==> src/rtl/axi4_lite_read_slave_if.sv <==
// AXI4-Lite read-channel bundle (AR + R) between a read master and axi4_lite_read_slave.
// Same-cycle valid/ready handshakes on both channels; no storage in the interface itself.
interface axi4_lite_read_slave_if #(
  parameter int ADDR_WIDTH = 32,
  parameter int DATA_WIDTH = 32
);
  logic [ADDR_WIDTH-1:0] S_AXI_ARADDR;
  logic                  S_AXI_ARVALID;
  logic                  S_AXI_ARREADY;
  logic [DATA_WIDTH-1:0] S_AXI_RDATA;
  logic [1:0]            S_AXI_RRESP;
  logic                  S_AXI_RVALID;
  logic                  S_AXI_RREADY;

  modport master (
    output S_AXI_ARADDR, S_AXI_ARVALID, S_AXI_RREADY,
    input  S_AXI_ARREADY, S_AXI_RDATA, S_AXI_RRESP, S_AXI_RVALID
  );

  modport slave (
    input  S_AXI_ARADDR, S_AXI_ARVALID, S_AXI_RREADY,
    output S_AXI_ARREADY, S_AXI_RDATA, S_AXI_RRESP, S_AXI_RVALID
  );
endinterface

==> src/rtl/axi4_lite_read_slave.sv <==
// AXI4-Lite single-beat read slave over a 1-cycle synchronous memory; define AXI_RSLV_ALIGN_CHECK_EN for SLVERR on misaligned hits.
// AR->R latency 2 cycles on a hit, 1 on an error; one read outstanding, ARREADY low until the R handshake, R held stable while RREADY=0.
module axi4_lite_read_slave #(
  parameter int                    ADDR_WIDTH = 32,
  parameter int                    DATA_WIDTH = 32,
  parameter int                    MEM_DEPTH  = 1024,
  parameter logic [ADDR_WIDTH-1:0] BASE_ADDR  = '0,
  localparam int                   MEM_AW     = $clog2(MEM_DEPTH)
) (
  input  logic                   clk,
  input  logic                   rst,
  axi4_lite_read_slave_if.slave  s_axi,
  output logic                   mem_rd_en,
  output logic [MEM_AW-1:0]      mem_addr,
  input  logic [DATA_WIDTH-1:0]  mem_rdata
);

  typedef enum logic [1:0] {
    ST_IDLE     = 2'd0,
    ST_MEM_READ = 2'd1,
    ST_RESP     = 2'd2
  } state_e;

  localparam logic [1:0] RESP_OKAY   = 2'b00;
  localparam logic [1:0] RESP_SLVERR = 2'b10;
  localparam logic [1:0] RESP_DECERR = 2'b11;
  localparam logic [ADDR_WIDTH-1:0] DEPTH_WORDS = ADDR_WIDTH'(MEM_DEPTH);

  state_e                state_q, state_d;
  logic [ADDR_WIDTH-1:0] addr_q, addr_d;
  logic [DATA_WIDTH-1:0] rdata_q, rdata_d;
  logic [1:0]            rresp_q, rresp_d;
  logic                  fill_q, fill_d;

  logic [ADDR_WIDTH-1:0] ar_word;
  logic [ADDR_WIDTH-1:0] rd_word;
  logic                  ar_hit;
  logic                  ar_hs;
  logic                  r_hs;
`ifdef AXI_RSLV_ALIGN_CHECK_EN
  logic                  ar_misaligned;
`endif

  // Offset wraps modulo 2^ADDR_WIDTH, so addresses below the base land far out of range.
  function automatic logic [ADDR_WIDTH-1:0] word_index(input logic [ADDR_WIDTH-1:0] a);
    return (a - BASE_ADDR) >> 2;
  endfunction

  assign ar_word = word_index(s_axi.S_AXI_ARADDR);
  assign rd_word = word_index(addr_q);
  assign ar_hit  = ar_word < DEPTH_WORDS;
`ifdef AXI_RSLV_ALIGN_CHECK_EN
  assign ar_misaligned = |s_axi.S_AXI_ARADDR[1:0];
`endif

  assign s_axi.S_AXI_ARREADY = !rst && (state_q == ST_IDLE);
  assign ar_hs = s_axi.S_AXI_ARVALID && s_axi.S_AXI_ARREADY;
  assign r_hs  = s_axi.S_AXI_RVALID && s_axi.S_AXI_RREADY;

  always_comb begin
    state_d = state_q;
    addr_d  = addr_q;
    rdata_d = rdata_q;
    rresp_d = rresp_q;
    fill_d  = 1'b0;
    case (state_q)
      ST_IDLE: begin
        if (ar_hs) begin
          addr_d = s_axi.S_AXI_ARADDR;
          if (!ar_hit) begin
            rdata_d = '0;
            rresp_d = RESP_DECERR;
            state_d = ST_RESP;
          end
`ifdef AXI_RSLV_ALIGN_CHECK_EN
          else if (ar_misaligned) begin
            rdata_d = '0;
            rresp_d = RESP_SLVERR;
            state_d = ST_RESP;
          end
`endif
          else begin
            state_d = ST_MEM_READ;
          end
        end
      end
      ST_MEM_READ: begin
        rresp_d = RESP_OKAY;
        fill_d  = 1'b1;
        state_d = ST_RESP;
      end
      ST_RESP: begin
        // Memory data is only guaranteed in the first response cycle; latch it there.
        if (fill_q) begin
          rdata_d = mem_rdata;
        end
        if (r_hs) begin
          state_d = ST_IDLE;
        end
      end
      default: begin
        state_d = ST_IDLE;
      end
    endcase
  end

  always_ff @(posedge clk) begin
    if (rst) begin
      state_q <= ST_IDLE;
      addr_q  <= '0;
      rdata_q <= '0;
      rresp_q <= RESP_OKAY;
      fill_q  <= 1'b0;
    end else begin
      state_q <= state_d;
      addr_q  <= addr_d;
      rdata_q <= rdata_d;
      rresp_q <= rresp_d;
      fill_q  <= fill_d;
    end
  end

  assign mem_rd_en = (state_q == ST_MEM_READ);
  assign mem_addr  = mem_rd_en ? MEM_AW'(rd_word) : '0;

  assign s_axi.S_AXI_RVALID = (state_q == ST_RESP);
  assign s_axi.S_AXI_RDATA  = !s_axi.S_AXI_RVALID ? '0 :
                              fill_q              ? mem_rdata : rdata_q;
  assign s_axi.S_AXI_RRESP  = s_axi.S_AXI_RVALID ? rresp_q : RESP_OKAY;

endmodule

==> src/flat_wrapper.sv <==
// flat-port wrapper written by rule: the top's interface ports become plain ports
module axi4_lite_read_slave_flat 
#(
  parameter int                    ADDR_WIDTH = 32,
  parameter int                    DATA_WIDTH = 32,
  parameter int                    MEM_DEPTH  = 1024,
  parameter logic [ADDR_WIDTH-1:0] BASE_ADDR  = '0,
  localparam int                   MEM_AW     = $clog2(MEM_DEPTH)
)
  (clk, rst, mem_rd_en, mem_addr, mem_rdata, s_axi_S_AXI_ARADDR, s_axi_S_AXI_ARVALID, s_axi_S_AXI_RREADY, s_axi_S_AXI_ARREADY, s_axi_S_AXI_RDATA, s_axi_S_AXI_RRESP, s_axi_S_AXI_RVALID);
  axi4_lite_read_slave_if #(.ADDR_WIDTH(ADDR_WIDTH), .DATA_WIDTH(DATA_WIDTH)) s_axi_i ();
  input  logic clk;
  input  logic rst;
  output logic mem_rd_en;
  output logic [MEM_AW-1:0] mem_addr;
  input  logic [DATA_WIDTH-1:0] mem_rdata;
  input wire logic [$bits(s_axi_i.S_AXI_ARADDR)-1:0] s_axi_S_AXI_ARADDR;
  input wire logic [$bits(s_axi_i.S_AXI_ARVALID)-1:0] s_axi_S_AXI_ARVALID;
  input wire logic [$bits(s_axi_i.S_AXI_RREADY)-1:0] s_axi_S_AXI_RREADY;
  output wire logic [$bits(s_axi_i.S_AXI_ARREADY)-1:0] s_axi_S_AXI_ARREADY;
  output wire logic [$bits(s_axi_i.S_AXI_RDATA)-1:0] s_axi_S_AXI_RDATA;
  output wire logic [$bits(s_axi_i.S_AXI_RRESP)-1:0] s_axi_S_AXI_RRESP;
  output wire logic [$bits(s_axi_i.S_AXI_RVALID)-1:0] s_axi_S_AXI_RVALID;
  assign s_axi_i.S_AXI_ARADDR = s_axi_S_AXI_ARADDR;
  assign s_axi_i.S_AXI_ARVALID = s_axi_S_AXI_ARVALID;
  assign s_axi_i.S_AXI_RREADY = s_axi_S_AXI_RREADY;
  assign s_axi_S_AXI_ARREADY = s_axi_i.S_AXI_ARREADY;
  assign s_axi_S_AXI_RDATA = s_axi_i.S_AXI_RDATA;
  assign s_axi_S_AXI_RRESP = s_axi_i.S_AXI_RRESP;
  assign s_axi_S_AXI_RVALID = s_axi_i.S_AXI_RVALID;
  axi4_lite_read_slave #(.ADDR_WIDTH(ADDR_WIDTH), .DATA_WIDTH(DATA_WIDTH), .MEM_DEPTH(MEM_DEPTH), .BASE_ADDR(BASE_ADDR)) u_core (.clk(clk), .rst(rst), .s_axi(s_axi_i), .mem_rd_en(mem_rd_en), .mem_addr(mem_addr), .mem_rdata(mem_rdata));
endmodule
==> config.mk <==
export PLATFORM = sky130hd
export DESIGN_NAME = axi4_lite_read_slave_flat
export DESIGN_NICKNAME = d
export VERILOG_FILES = /design/src/rtl/axi4_lite_read_slave_if.sv /design/src/rtl/axi4_lite_read_slave.sv /design/src/flat_wrapper.sv
export SDC_FILE = /design/constraint.sdc
export NUM_CORES = 1
export LEC_CHECK = 0
export CORE_MARGIN = 2
export CORE_UTILIZATION = 43
export DETAILED_ROUTE_END_ITERATION = 12
export PLACE_DENSITY = 0.93
export REMOVE_ABC_BUFFERS = 1
export SLEW_MARGIN = 25
export SYNTH_ARGS = -nofsm -noshare
export SYNTH_HDL_FRONTEND = slang
export SYNTH_SLANG_ARGS = --single-unit
export TNS_END_PERCENT = 5
==> constraint.sdc <==
create_clock -name clk -period 3.3 [get_ports clk]
set_input_delay 0.99 -clock clk [delete_from_list [all_inputs] [get_ports clk]]
set_output_delay 0.99 -clock clk [all_outputs]
set_load 0.005 [all_outputs]
After elaboration in Yosys (flattened, before gate mapping)
Index checks and enable logic that the tools add are counted.
Storage, ports and cells
  bits in registers: 49
  bits in latches: 0
  memory bits (writable): 0
  ROM bits: 0
  input bits: 68
  output and inout bits: 47
  word-level logic and storage cells: 37
  memories: 0
Cells by class
  add/sub/neg operators: 0
  $mul: 0
  divide/modulo/power cells: 0
  magnitude comparators: 1
  eq/ne operators: 5
  shift-type cells: 0
  muxes and demuxes: 15
  bitwise operators: 0
  reductions and logical operators: 11
Operator list (count)
  2-to-1 mux 32 bit: 4
  one-hot mux 32 bit (2 select lines): 1
  less-than comparator 30 x 11 -> 1 bit, second input constant: 1
  2-to-1 mux 2 bit: 6
  2-to-1 mux 10 bit: 1
  one-hot mux 2 bit (3 select lines): 1
  AND reduction 3 bit: 2
  inequality test 2 bit, second input constant: 2
  one-hot mux 2 bit (2 select lines): 1
  AND reduction 2 bit: 2
  nonzero test 2 bit: 2
  logical AND 1 bit: 3
  equality test 2 x 1 -> 1 bit, second input constant: 1
  equality test 2 bit, second input constant: 1
  logical NOT 2 bit: 1
  inequality test 2 x 1 -> 1 bit, second input constant: 1
  logical NOT 1 bit: 1
  2-to-1 mux 1 bit: 1

Logic depth before layout (Yosys ltp)
  depth in word-level cells: 5
  depth in mapped cells: 6

Worst setup path after synthesis
No wires, ideal clock.
  kind: input to register
  start: input s_axi_S_AXI_ARADDR[28]
  end: register u_core.rdata_q[10]
  library setup time: 0.061 ns
  data arrival time: 2.133 ns
  data required time: 3.239 ns
  slack: 1.106 ns
  stages: 5
  path buffers: 1
  cell sequence: nor4_2 > nand3_2 > o41ai_4 > buf_6 > a32o_1
Between the ends
  longest elaborated chain between the ends: 3
Ends and longest elaborated chain
  start, declared: line flat_wrapper.sv:17  | input wire logic [$bits(s_axi_i.S_AXI_ARADDR)-1:0] s_axi_S_AXI_ARADDR;
  less-than comparator 30 x 11 -> 1 bit: line axi4_lite_read_slave.sv:51  | assign ar_hit = ar_word < DEPTH_WORDS;
  inequality test 2 bit (no line)
  AND reduction 3 bit (no line)
  end signal, assigned: line axi4_lite_read_slave.sv:117  | rdata_q <= rdata_d;
  end, declared: line axi4_lite_read_slave.sv:31  | logic [DATA_WIDTH-1:0] rdata_q, rdata_d;
Every way passes these cells.
A chain may end at the register's enable or synchronous reset.

Worst setup path in the final report
  start: input mem_rdata[0]
  end: output s_axi_S_AXI_RDATA[0]
Between the ends
  longest elaborated chain between the ends: 2
Ends and longest elaborated chain
  start, declared: line flat_wrapper.sv:16  | input logic [DATA_WIDTH-1:0] mem_rdata;
  2-to-1 mux 32 bit
  2-to-1 mux 32 bit: line axi4_lite_read_slave.sv:127  | assign s_axi.S_AXI_RDATA = !s_axi.S_AXI_RVALID ? '0 :
  end, declared: line flat_wrapper.sv:21  | output wire logic [$bits(s_axi_i.S_AXI_RDATA)-1:0] s_axi_S_AXI_RDATA;
Every way passes these cells.

==> flow_metrics.py <==
metrics = {
    "critical_path": {
        "worst_setup_path_start_kind": "input pin",
        "criticalPathCategory": "in -> out",
        "critical_path_peak_fanout": 2,
        "crit_path_end_kind": "output pin",
        "critPathArrivalTime_ps": 2180,
        "timing.critical_path.required_ps": 2310,
        "ff2ff_path_depth": 5,
    },
    "detailed_routing": {
        "post-route-drc-count": 0,
        "drt.antenna.violating_nets": 0,
        "dr.pass1.iters": 4,
        "detail_route.iter0.violations": 73,
        "viasPerCell": 5.18,
        "route.final.wire_length_um": 5720,
        "wl_per_cell_um": 14.1,
        "num_vias": 2110,
    },
    "flow_run": {
        "maxCapViolations": 0,
    },
    "min_path": {
        "class_of_the_most_critical_hold_timing_path": "reg -> reg",
        "worstHoldPathCells": 1,
    },
    "power_and_ir_drop": {
        "seq_power_share": 0.553,
        "switchingPower_uw": 230,
        "p_per_area_nw_per_um2": 299,
        "pwr-share-comb": 0.139,
        "clock_power_share": 0.308,
        "power.share.switching": 0.223,
        "power_leakage_uw": 0.00111,
        "internal-power_uw": 801,
        "power.total_uw": 1030,
        "peak_supply_drop_uv": 290,
    },
    "clocking": {
        "htree_num_levels": 2,
        "tritoncts.num_buffers": 5,
        "cts.repair.resized": 0,
        "clock_latency_ps": 290,
        "postCtsSetupRepairBufs": 0,
        "tritoncts": "yes",
        "clock_sinks": 46,
        "postCtsHoldBufs": 0,
        "cts.reportedPaths.clkPinSlew_ps": 80,
        "clk_path_buf_depth": 2,
        "clock_tree.root_cell": "sky130_fd_sc_hd__clkbuf_8",
    },
    "floorplan": {
        "row_count": 26,
        "dieArea_um2": 5710,
        "floorplan.core_area_um2": 5010,
        "die_height_um": 75.5,
        "fp.dieW_um": 75.5,
        "initial_utilization": 0.439,
        "design.portCount": 115,
    },
    "synthesis": {
        "share_of_flip_flops_with_an_asynchronous_set_or_reset": 0,
        "main_area_contributors_after_synthesis": "sky130_fd_sc_hd__dfxtp_1, sky130_fd_sc_hd__mux2i_1, sky130_fd_sc_hd__a32o_1, sky130_fd_sc_hd__nor2_1, sky130_fd_sc_hd__and2_1",
        "yosys_warnings": 0,
        "synth-seq-area-share": 0.418,
        "mean_instance_size_in_the_synthesized_netlist_um2": 9.53,
        "leading_cell_types_by_count_after_synthesis": "sky130_fd_sc_hd__dfxtp_1, sky130_fd_sc_hd__nor2_1, sky130_fd_sc_hd__mux2i_1",
        "post-synth-top-area-fraction": 0.418,
        "netlist.top_cell.by_area": "sky130_fd_sc_hd__dfxtp_1",
        "instance_count_of_the_mapped_netlist": 231,
        "yosys.cell_count.top_type": "sky130_fd_sc_hd__dfxtp_1",
        "postSynthRegisterBits": 46,
        "syn-cell-area_um2": 2200,
        "number_of_enable_flip_flop_cells_after_synthesis": 0,
        "ys.flop_type": "sky130_fd_sc_hd__dfxtp_1",
        "netlist-cell-type-count": 21,
    },
    "grt": {
        "antenna_found_initial": 0,
        "grt.overflow.total": 0,
        "grt_first_pass_wirelength_um": 8630,
        "largest_net_degree_at_the_start_of_global_routing": 46,
        "gr-usage-all-layers": 0.198,
        "vias_in_the_first_global_route": 2017,
    },
    "final_layout": {
        "final_core_util": 0.689,
        "antenna_cells_inserted": 0,
        "areaGrowthSynthToFinish_pct": 56.9,
        "layout-drive-gt1-share": 0.0623,
        "nNetsFinal": 405,
    },
    "sta": {
        "setup-tns-final_ps": 0,
        "finalCritPeriodShare": 0.961,
        "timing.final.hold_violations": 0,
        "finalCriticalPeriod_ps": 3170,
        "fmaxAchievable_mhz": 315,
        "whs_ps": 470,
        "timing.final.setup_violations": 0,
        "transition_time_at_the_pin_with_the_least_slew_margin_ps": 686,
        "worst_slew_margin_rel": 0.542,
        "clock-skew-final_ps": 5.15,
        "grt_setup_unrepaired": "no",
        "timing.final.max_slew_violations": 0,
    },
    "outcome": {
        "run_status": "complete, no violations",
    },
    "placement": {
        "portBuffers": 112,
        "routabilityCongestion": 0.700,
        "dp.final_hpwl_um": 4230,
    },
}
-- power by group through the flow --
stage	Combinational (uW)	Clock [uW]	Sequential, uW
2_1_floorplan	34.3	0	582
3_3_place_gp	140	0	583
3_5_place_dp	143	0	583
4_1_cts	144	330	570
5_1_grt	155	353	572
6_report	143	317	570
-- stage by stage --
stage | cells | setup slack (ps) | instance area [um2]
6_report | 407 | 129 | 3450
5_1_grt | 407 | 44.8 | 3450
4_1_cts | 407 | 119 | 3450
3_5_place_dp | 400 | 124 | 3380
3_3_place_gp | 400 | 142 | 3380
2_1_floorplan | 209 | 155 | 2080
-- critical path, cell delays in order --
cell and delay, ps:
sky130_fd_sc_hd__clkdlybuf4s50_1 490, sky130_fd_sc_hd__mux2i_1 80, sky130_fd_sc_hd__nor2_1 120, sky130_fd_sc_hd__clkdlybuf4s50_1 510
-- sequential cells by signal, summed over array words and instances (netlist names) --
register	flops
u_core.rdata_q	32
u_core.addr_q	10
u_core.state_q	2
u_core.fill_q	1
u_core.rresp_q	1
-- cell usage in the layout (no fill, tap or decap) --
cell / instances
sky130_fd_sc_hd__clkdlybuf4s50_1: 112
sky130_fd_sc_hd__nand3_2: 1
sky130_fd_sc_hd__nor4_1: 2
sky130_fd_sc_hd__and2_1: 12
sky130_fd_sc_hd__mux2i_1: 33
sky130_fd_sc_hd__o41ai_4: 1
sky130_fd_sc_hd__o21bai_1: 1
sky130_fd_sc_hd__nor4_2: 3
sky130_fd_sc_hd__buf_4: 8
sky130_fd_sc_hd__nor2_2: 1
sky130_fd_sc_hd__dfxtp_1: 45
sky130_fd_sc_hd__a32o_1: 32
sky130_fd_sc_hd__a21oi_1: 1
sky130_fd_sc_hd__nand2b_1: 12
sky130_fd_sc_hd__buf_12: 1
sky130_fd_sc_hd__dfxtp_2: 1
sky130_fd_sc_hd__a211oi_1: 1
sky130_fd_sc_hd__nor2_1: 37
sky130_fd_sc_hd__nand2_1: 11
sky130_fd_sc_hd__clkbuf_1: 2
sky130_fd_sc_hd__o21ai_0: 11
sky130_fd_sc_hd__clkbuf_8: 5
sky130_fd_sc_hd__nor3_1: 1
sky130_fd_sc_hd__inv_1: 3
-- cells by family (layout without fill, tap and decap cells) --
family / Yosys count / after routing / share of synthesized area
DFF: 46 / 46 / 0.418
AOI/OAI and AO/OA: 47 / 47 / 0.192
buffers and inverters: 25 / 131 / 0.0580
muxes: 33 / 33 / 0.150
and+or+nand+nor: 80 / 80 / 0.181
-- per-layer routing --
metal	up-vias	global-route usage	routed length [um]
li1	1046	-	-
met1	988	0.213	2290
met2	66	0.353	2890
met3	10	0.0714	439
met4	0	0.0760	105
met5	-	0	0
-- final cells by class --
| type | instances | area, um2 |
|---|---|---|
| fillers | 433 | 1560 |
| inverters | 3 | 11.3 |
| multi-input cells | 160 | 1150 |
| flip-flops and latches | 46 | 922 |
| clock buffers | 7 | 76.3 |
| repair buffers | 121 | 1200 |
| well taps | 70 | 87.6 |
-- worst paths after layout --
path	from	end	slack, ps
max reg2reg	u_core.state_q[0]$_SDFFE_PP0P_	u_core.rdata_q[9]$_SDFFE_PP0P_	1420
min reg2reg	u_core.rdata_q[11]$_SDFFE_PP0P_	u_core.rdata_q[11]$_SDFFE_PP0P_	470
min	u_core.rdata_q[11]$_SDFFE_PP0P_	u_core.rdata_q[11]$_SDFFE_PP0P_	470
max	mem_rdata[0]	s_axi_S_AXI_RDATA[0]	130
(Power assumes the default switching activity.)
